## src/rtl/button_pkg.sv

```systemverilog
// -----------------------------------------------------------------------------
// button_pkg
// Shared definitions for the push-button gesture classifier.
//   EVT_*            : 2-bit gesture event codes carried on event_code
//   gesture_state_t  : state encoding of button_gesture_fsm
//   max_int()        : elaboration-time helper used to size the shared counter
// -----------------------------------------------------------------------------
package button_pkg;

  localparam logic [1:0] EVT_SINGLE = 2'b00;
  localparam logic [1:0] EVT_DOUBLE = 2'b01;
  localparam logic [1:0] EVT_LONG   = 2'b10;
  localparam logic [1:0] EVT_REPEAT = 2'b11;

  typedef enum logic [2:0] {
    ST_IDLE   = 3'd0,
    ST_PRESS1 = 3'd1,
    ST_WAIT2  = 3'd2,
    ST_PRESS2 = 3'd3,
    ST_LONG   = 3'd4
  } gesture_state_t;

  function automatic int max_int(input int a, input int b);
    return (a > b) ? a : b;
  endfunction

endpackage

```

## src/rtl/gesture_timer.sv

```systemverilog
// -----------------------------------------------------------------------------
// gesture_timer
// Loadable up-counter shared by the timed states of button_gesture_fsm.
// Ports:
//   clk    : system clock
//   reset  : synchronous, active-high reset (counter to 0)
//   clr    : load 0 on the next edge (wins over en)
//   en     : increment on the next edge
//   limit  : run-time terminal value
//   tc     : high while the count equals limit
// -----------------------------------------------------------------------------
module gesture_timer #(
  parameter int W = 8
) (
  input  logic         clk,
  input  logic         reset,
  input  logic         clr,
  input  logic         en,
  input  logic [W-1:0] limit,
  output logic         tc
);

  logic [W-1:0] cnt_q;
  logic [W-1:0] cnt_d;

  // NOTE: every signal assigned in always_comb gets a default first, so no
  // path through the block leaves it unassigned and no latch is inferred.
  always_comb begin
    cnt_d = cnt_q;
    if (clr) begin
      cnt_d = '0;
    end else if (en) begin
      cnt_d = cnt_q + 1'b1;
    end
  end

  // NOTE: sequential state uses non-blocking assignments so every flop samples
  // the pre-edge values regardless of statement order.
  always_ff @(posedge clk) begin
    if (reset) begin
      cnt_q <= '0;
    end else begin
      cnt_q <= cnt_d;
    end
  end

  // The owning FSM always leaves a timed state on tc, so the count never wraps.
  assign tc = (cnt_q == limit);

endmodule

```

## src/rtl/button_gesture_fsm.sv

```systemverilog
// -----------------------------------------------------------------------------
// button_gesture_fsm
// Classifies debounced button activity into SINGLE / DOUBLE / LONG / REPEAT
// gesture events, emitted as one-cycle registered strobes.
// Configuration macro: GESTURE_REPEAT_EN -- when defined, each mcen pulse in
// the LONG state (not coinciding with scen) produces a REPEAT event; when
// undefined the REPEAT path is compiled out.
// Ports:
//   clk         : system clock
//   reset       : synchronous, active-high reset
//   dpb         : debounced button level
//   scen        : one-cycle pulse per accepted press
//   mcen        : periodic pulses while the button is held
//   event_valid : one-cycle gesture strobe
//   event_code  : gesture type (button_pkg::EVT_*), holds when not valid
//   busy        : high whenever the FSM is not IDLE
// -----------------------------------------------------------------------------
module button_gesture_fsm
  import button_pkg::*;
#(
  parameter int LONG_CYC = 50_000_000,
  parameter int DC_WIN   = 25_000_000
) (
  input  logic       clk,
  input  logic       reset,
  input  logic       dpb,
  input  logic       scen,
  input  logic       mcen,
  output logic       event_valid,
  output logic [1:0] event_code,
  output logic       busy
);

  localparam int CW = $clog2(max_int(LONG_CYC, DC_WIN));

  gesture_state_t state_q, state_d;
  logic           event_valid_q, event_valid_d;
  logic [1:0]     event_code_q, event_code_d;
  logic           busy_q, busy_d;

  logic           tmr_clr;
  logic           tmr_en;
  logic [CW-1:0]  tmr_limit;
  logic           tmr_tc;

  gesture_timer #(
    .W (CW)
  ) u_timer (
    .clk   (clk),
    .reset (reset),
    .clr   (tmr_clr),
    .en    (tmr_en),
    .limit (tmr_limit),
    .tc    (tmr_tc)
  );

`ifdef GESTURE_REPEAT_EN
`else
  // mcen only feeds the REPEAT path; sink it when that path is compiled out.
  logic unused_mcen;
  assign unused_mcen = mcen;
`endif

  always_comb begin
    state_d       = state_q;
    event_valid_d = 1'b0;
    event_code_d  = event_code_q;
    tmr_en        = 1'b0;
    tmr_limit     = CW'(DC_WIN - 1);

    unique case (state_q)
      ST_IDLE: begin
        if (scen) state_d = ST_PRESS1;
      end
      ST_PRESS1: begin
        tmr_en    = 1'b1;
        tmr_limit = CW'(LONG_CYC - 1);
        // Release is tested first so it wins over the long-press threshold.
        if (!dpb) begin
          state_d = ST_WAIT2;
        end else if (tmr_tc) begin
          state_d       = ST_LONG;
          event_valid_d = 1'b1;
          event_code_d  = EVT_LONG;
        end
      end
      ST_WAIT2: begin
        tmr_en = 1'b1;
        // A second press wins over window expiry.
        if (scen) begin
          state_d       = ST_PRESS2;
          event_valid_d = 1'b1;
          event_code_d  = EVT_DOUBLE;
        end else if (tmr_tc) begin
          state_d       = ST_IDLE;
          event_valid_d = 1'b1;
          event_code_d  = EVT_SINGLE;
        end
      end
      ST_PRESS2: begin
        if (!dpb) state_d = ST_IDLE;
      end
      ST_LONG: begin
`ifdef GESTURE_REPEAT_EN
        // The debouncer raises mcen together with scen on a fresh press;
        // those coincident pulses are not hold repeats.
        if (mcen && !scen) begin
          event_valid_d = 1'b1;
          event_code_d  = EVT_REPEAT;
        end
`endif
        if (!dpb) state_d = ST_IDLE;
      end
      default: state_d = ST_IDLE;
    endcase

    // Every state change restarts the shared counter from 0.
    tmr_clr = (state_d != state_q);
    busy_d  = (state_d != ST_IDLE);
  end

  // NOTE: reset is synchronous and clears only control state and outputs; a
  // gesture in flight is simply abandoned with no event emitted.
  always_ff @(posedge clk) begin
    if (reset) begin
      state_q       <= ST_IDLE;
      event_valid_q <= 1'b0;
      event_code_q  <= EVT_SINGLE;
      busy_q        <= 1'b0;
    end else begin
      state_q       <= state_d;
      event_valid_q <= event_valid_d;
      event_code_q  <= event_code_d;
      busy_q        <= busy_d;
    end
  end

  assign event_valid = event_valid_q;
  assign event_code  = event_code_q;
  assign busy        = busy_q;

endmodule
```

## config.mk

```make
export PLATFORM = sky130hd
export DESIGN_NAME = button_gesture_fsm
export DESIGN_NICKNAME = d
export VERILOG_FILES = /design/src/rtl/button_pkg.sv /design/src/rtl/gesture_timer.sv /design/src/rtl/button_gesture_fsm.sv
export SDC_FILE = /design/constraint.sdc
export NUM_CORES = 1
export LEC_CHECK = 0
export ABC_AREA = 1
export CELL_PAD_IN_SITES_DETAIL_PLACEMENT = 1
export CELL_PAD_IN_SITES_GLOBAL_PLACEMENT = 2
export CORE_ASPECT_RATIO = 0.7
export CORE_MARGIN = 5
export CORE_UTILIZATION = 38
export CTS_CLUSTER_DIAMETER = 80
export DETAILED_ROUTE_END_ITERATION = 10
export DONT_BUFFER_PORTS = 1
export GPL_TIMING_DRIVEN = 0
export PLACE_DENSITY_LB_ADDON = 0.1
export SYNTH_ARGS = -nofsm -noshare
export SYNTH_HDL_FRONTEND = slang
export SYNTH_SLANG_ARGS = --single-unit
```

## constraint.sdc

```tcl
create_clock -name clk -period 5.05 [get_ports clk]
set_input_delay 0.7575 -clock clk [delete_from_list [all_inputs] [get_ports clk]]
set_output_delay 0.7575 -clock clk [all_outputs]
set_load 0.02 [all_outputs]
```

* After elaboration in Yosys (flattened, before gate mapping)
Cells that the tools add are included. Widths: inputs -> output; s select.
Cells by class: bitwise gates (word level) 0, $lt $le $gt $ge 0, reductions and logical operators 7, $mul 0, shifts and indexed selects 0, div/mod/pow operators 0, $add $sub $neg 1, eq/ne operators 9, multiplexer cells 18
Operator list (number):
- $add 26x1->26 const B | 1
- $eq 26x26->1 | 1
- $mux 26 | 1
- $mux 3 | 6
- $pmux 3 s4 | 1
- $mux 2 | 4
- $eq 3x2->1 const B | 2
- $reduce_or 2->1 | 3
- $mux 1 | 4
- $ne 2x2->1 const B | 2
- $pmux 2 s2 | 1
- $reduce_and 4->1 | 1
- $eq 3x1->1 const B | 1
- $eq 3x3->1 const B | 1
- $logic_not 3->1 | 1
- $ne 3x3->1 | 1
- $ne 3x3->1 const B | 1
- $reduce_bool 3->1 | 1
- $pmux 1 s2 | 1
- $reduce_bool 2->1 | 1
Storage, ports and cells: bits in latches 0, word-level logic and storage cells 40, bits in read-only memories 0, memories kept 0, bits in registers 33, output and inout port bits 4, bits in writable memories 0

* Longest topological paths before layout
word-level depth 8, depth in mapped cells 11, mapped depth without buffers 10

* Hierarchy
From an unflattened synthesis, not the netlist that was laid out.
Unflattened totals: cells, all modules 375, area total of the unflattened synthesis 2301.0 um2
By module, submodules not included:
- gesture_timer | area each 1826.8 um2, seq. area each 520.5 um2, cells each 297, times used 1
- button_gesture_fsm | area each 474.2 um2, seq. area each 140.1 um2, cells each 78, times used 1

* Least setup slack after synthesis
No wires, ideal clock.
kind input port to flip-flop, start input scen, end register u_timer.cnt_q[12], setup time 0.119 ns, arrival time 1.562 ns, cell stages on the path 7, slack 3.369 ns, path through inv_1 nor2_1 a211oi_1 nand3_1 nand2_4 buf_6 nor3_1
Between the ends: cells in the longest elaborated chain, start to end 4
Ends and longest elaborated chain:
- start: declaration | RTL line button_gesture_fsm.sv:27 | input logic scen,
- $mux 3 (on tied branches) | RTL line button_gesture_fsm.sv:90, button_gesture_fsm.sv:73
- $pmux 3 s4 (*) | RTL line button_gesture_fsm.sv:71 | unique case (state_q)
- $ne 3x3->1 (*) | RTL line button_gesture_fsm.sv:118 | tmr_clr = (state_d != state_q);
- $reduce_or 2->1 (no line) (*)
- end signal: assignment | RTL line gesture_timer.sv:43 | cnt_q <= cnt_d;
- end: declaration | RTL line gesture_timer.sv:23 | logic [W-1:0] cnt_q;
Mark *: on every way between the ends. The rest lies on a longest branch, timed or not. A chain may end at the register's enable or synchronous reset.

* Final worst setup path
start register u_timer.cnt_q[0], end register u_timer.cnt_q[15]
Between the ends: cells in the longest elaborated chain, start to end 6
Ends and longest elaborated chain:
- $eq 26x26->1 | RTL line gesture_timer.sv:48 | assign tc = (cnt_q == limit);
- $mux 3 (on tied branches) | RTL line button_gesture_fsm.sv:94, button_gesture_fsm.sv:81
- $mux 3 (on tied branches) | RTL line button_gesture_fsm.sv:90, button_gesture_fsm.sv:79
- $pmux 3 s4 | RTL line button_gesture_fsm.sv:71
- $ne 3x3->1 | RTL line button_gesture_fsm.sv:118
- $reduce_or 2->1 (no line)
Parallel ways exist; a longest one is shown, timed or not.

==> impl_metrics.yaml <==
status:
  status: "finished, final reports clean"
die:
  io-pin-count: 9
  die_x_um: 97.7
  start_util_pct: 39.1
  die_y_um: 71.4
  rows: 22
  die_area_um2: 6970
  core_area_um2: 5230
pwr:
  p_clk_share_pct: 37.9
  p_int_uw: 378
  finalPower_uw: 533
  seqPwrFrac_pct: 50.8
  swShare_pct: 29.2
  powerDensity_nw_per_um2: 240
  ir_worst_vdd_mv: 0.0989
  switchingPower_uw: 155
  p_comb_share_pct: 11.3
  leakagePower_nw: 0.730
finish:
  stdcell_count: 395
  final_core_util_pct: 42.5
  diodes: 0
  syn2layout_area_growth_pct: 8.62
  drive_gt1_share_pct: 8.98
  finalNetCount: 328
  n_fill_cell: 704
sta:
  maxSlewHeadroom_pct: 68.2
  hold_slack_ns: 0.538
  hold_viol_final: 0
  timing.clock.skew_ns: 0.00913
  rsz0062_at_grt: "false"
  setup_tns_ns: 0
  timing.final.crit_share_pct: 40.7
  max_freq_ghz: 0.486
  report.final.slew_viol_count: 0
  setup_viol: 0
  min_period_ns: 2.06
  tightestPinTransition_ns: 0.477
global_routing:
  grt-ovfl-total: 0
  antenna_found_initial: 0
  gr-usage-all-layers_pct: 17.8
  grt_pass1_wl_um: 10000
  grt_pass1_vias: 2009
  grt_max_degree: 12
detailed_routing:
  num_vias: 1983
  routed_wl_um: 5830
  ant_nets: 0
  drtIter0Drc: 65
  vias_per_cell: 5.02
  drcViolationCount: 0
  drt_pass1_iterations: 4
  wl_per_cell_um: 14.7
logic_synthesis:
  ys_seq_elements: 33
  synthCells: 315
  async_reset_ff_share_pct: 0
  syn_nets: 321
  mappedNetlistArea_um2: 2050
  synth_warnings: 0
  synth_ff_type: "dfxtp_1"
  synth_area_per_cell_um2: 6.49
  yosysTopAreaCellShare_pct: 32.3
  synth.most_common_cell: "nand2_1"
  ys_types: 26
  synthTopCellsByArea: "dfxtp_1, nand2_1, nor2_1"
  post-synth-top-area-cell: "dfxtp_1"
  ys_seq_area_share_pct: 32.3
  netlist_top_cells_count: "nand2_1, nor2_1, inv_1"
  synth_edf_count: 0
setup_path:
  worstPathArrival_ns: 2.24
  cpMaxStageDelayCell: "dfxtp_1"
  cp.buffers_inverters: 1
  path_max_fanout: 10
  critical_path_class: "register to register"
  crit_path_start_kind: "register"
  cpPeakStageDelay_ns: 0.38
  cp_cell_sequence: "ha_1, nand2_1, nor2_4, nand2_1, nor2_1, nand3_2, nand2_2, nand3_2, nand2_2, buf_6, nor3_1"
  endpoint_kind: "register"
  crit_family: "simple AND/OR/NAND/NOR gates"
  worstPathRequired_ns: 5.24
clock_tree:
  cts.htree.levels: 2
  post_cts_resized: 0
  cts_buffers: 5
  postCtsSetupBuffers: 0
  ctsHoldBuffers: 0
  clk_pin_slew_worst_paths_ns: 0.08
  clock_path_buffers: 2
  clock_latency_ns: 0.29
  cts-root-buf: "clkbuf_8"
  cts_sinks: 33
  cts_tree: "yes"
placed_design:
  globalplace.congestion: 0.836
  dp_hpwl_um: 4610
  dp_cells: 387
  numPortBuffers: 0
run:
  cap_violations: 0
hold_path:
  hold_class: "input port to register"
cells in the final DEF (no fill, tap or decap):
| cell type | Yosys | final |
|---|---|---|
| a211oi_1 | 1 | 1 |
| nor2_4 | 2 | 2 |
| o211ai_1 | 1 | 1 |
| o21bai_1 | 2 | 2 |
| ha_1 | 1 | 1 |
| xnor2_1 | 6 | 6 |
| clkbuf_1 | 1 | 1 |
| a21oi_1 | 10 | 10 |
| clkinvlp_4 | 0 | 1 |
| inv_1 | 37 | 37 |
| nand2_4 | 2 | 2 |
| nand4_1 | 5 | 5 |
| buf_6 | 4 | 4 |
| nand3_2 | 5 | 5 |
| nor3_2 | 2 | 2 |
| dfxtp_1 | 33 | 33 |
| clkbuf_8 | 0 | 5 |
| nand2_1 | 81 | 81 |
| nand3_1 | 16 | 16 |
| nor3b_1 | 1 | 1 |
| clkinv_2 | 0 | 2 |
| o21ai_0 | 2 | 2 |
| nor2_1 | 53 | 53 |
| nor2_2 | 3 | 3 |
| xor2_1 | 10 | 10 |
| nand3b_1 | 2 | 2 |
| nand2_2 | 3 | 3 |
| mux2i_1 | 1 | 1 |
| nor3_1 | 31 | 31 |
power groups by stage:
stage          logic (mW)  registers, mW  clock network [mW]
2_1_floorplan      0.0452          0.276                   0
3_3_place_gp       0.0606          0.277                   0
3_5_place_dp       0.0602          0.277                   0
4_1_cts            0.0603          0.271               0.210
5_1_grt            0.0666          0.272               0.226
6_report           0.0600          0.271               0.202
through the flow:
step / setup WS, ns / cell area, µm²
global route: 2.80 / 2220
detailed placement: 2.98 / 2140
global placement: 3.00 / 2140
finish: 2.99 / 2220
CTS: 2.97 / 2220
floorplan: 3.37 / 2050
registers in the layout, indices dropped and copies added (netlist names):
signal / count
event_code: 2
state_q: 3
busy: 1
u_timer.cnt_q: 26
event_valid: 1
worst register-to-register path, delay by kind of cell (launching register included):
kind | cells | cell delay [ns]
fa+ha+maj | 1 | 0.19
buf+inv | 1 | 0.19
flops | 1 | 0.38
simple gates | 9 | 1.18
per-layer routing:
| layer | global-route usage [%] | wire, µm | up-vias |
|---|---|---|---|
| li1 | - | - | 1013 |
| met3 | 4.28 | 258 | 6 |
| met4 | 3.53 | 28 | 0 |
| met5 | 0 | 0 | - |
| met2 | 26.7 | 2450 | 28 |
| met1 | 25.9 | 3090 | 936 |
final timing paths:
path                                        from                 to  slack [ns]  cells past startpoint
worst max-delay path            u_timer.cnt_q[0]  u_timer.cnt_q[15]        2.99                     11
worst min-delay path                       reset        event_valid        0.54                      1
worst max register to register  u_timer.cnt_q[0]  u_timer.cnt_q[15]        2.99                     11
worst min register to register  u_timer.cnt_q[1]   u_timer.cnt_q[1]        0.57                      2
final cells by class:
| type | instances | area, µm² | area share (%) |
|---|---|---|---|
| tap | 72 | 90.1 | 4.05 |
| inverter | 37 | 139 | 6.25 |
| clock buffer | 5 | 68.8 | 3.10 |
| sequential | 33 | 661 | 29.7 |
| buffer | 5 | 48.8 | 2.20 |
| clock inverter | 3 | 17.5 | 0.788 |
| multi-input combinational | 240 | 1200 | 53.9 |
cell families after synthesis:
logic type | after synthesis | synth area share (%)
AOI/OAI and AO/OA | 16 | 4.40
xor gates and xnor gates | 16 | 6.85
adders and majority gates | 1 | 0.612
buffers and inverters | 42 | 9.17
DFF | 33 | 32.3
muxes | 1 | 0.489
and+or+nand+nor | 206 | 46.2
No activity file was read; power rests on OpenSTA's default activity.
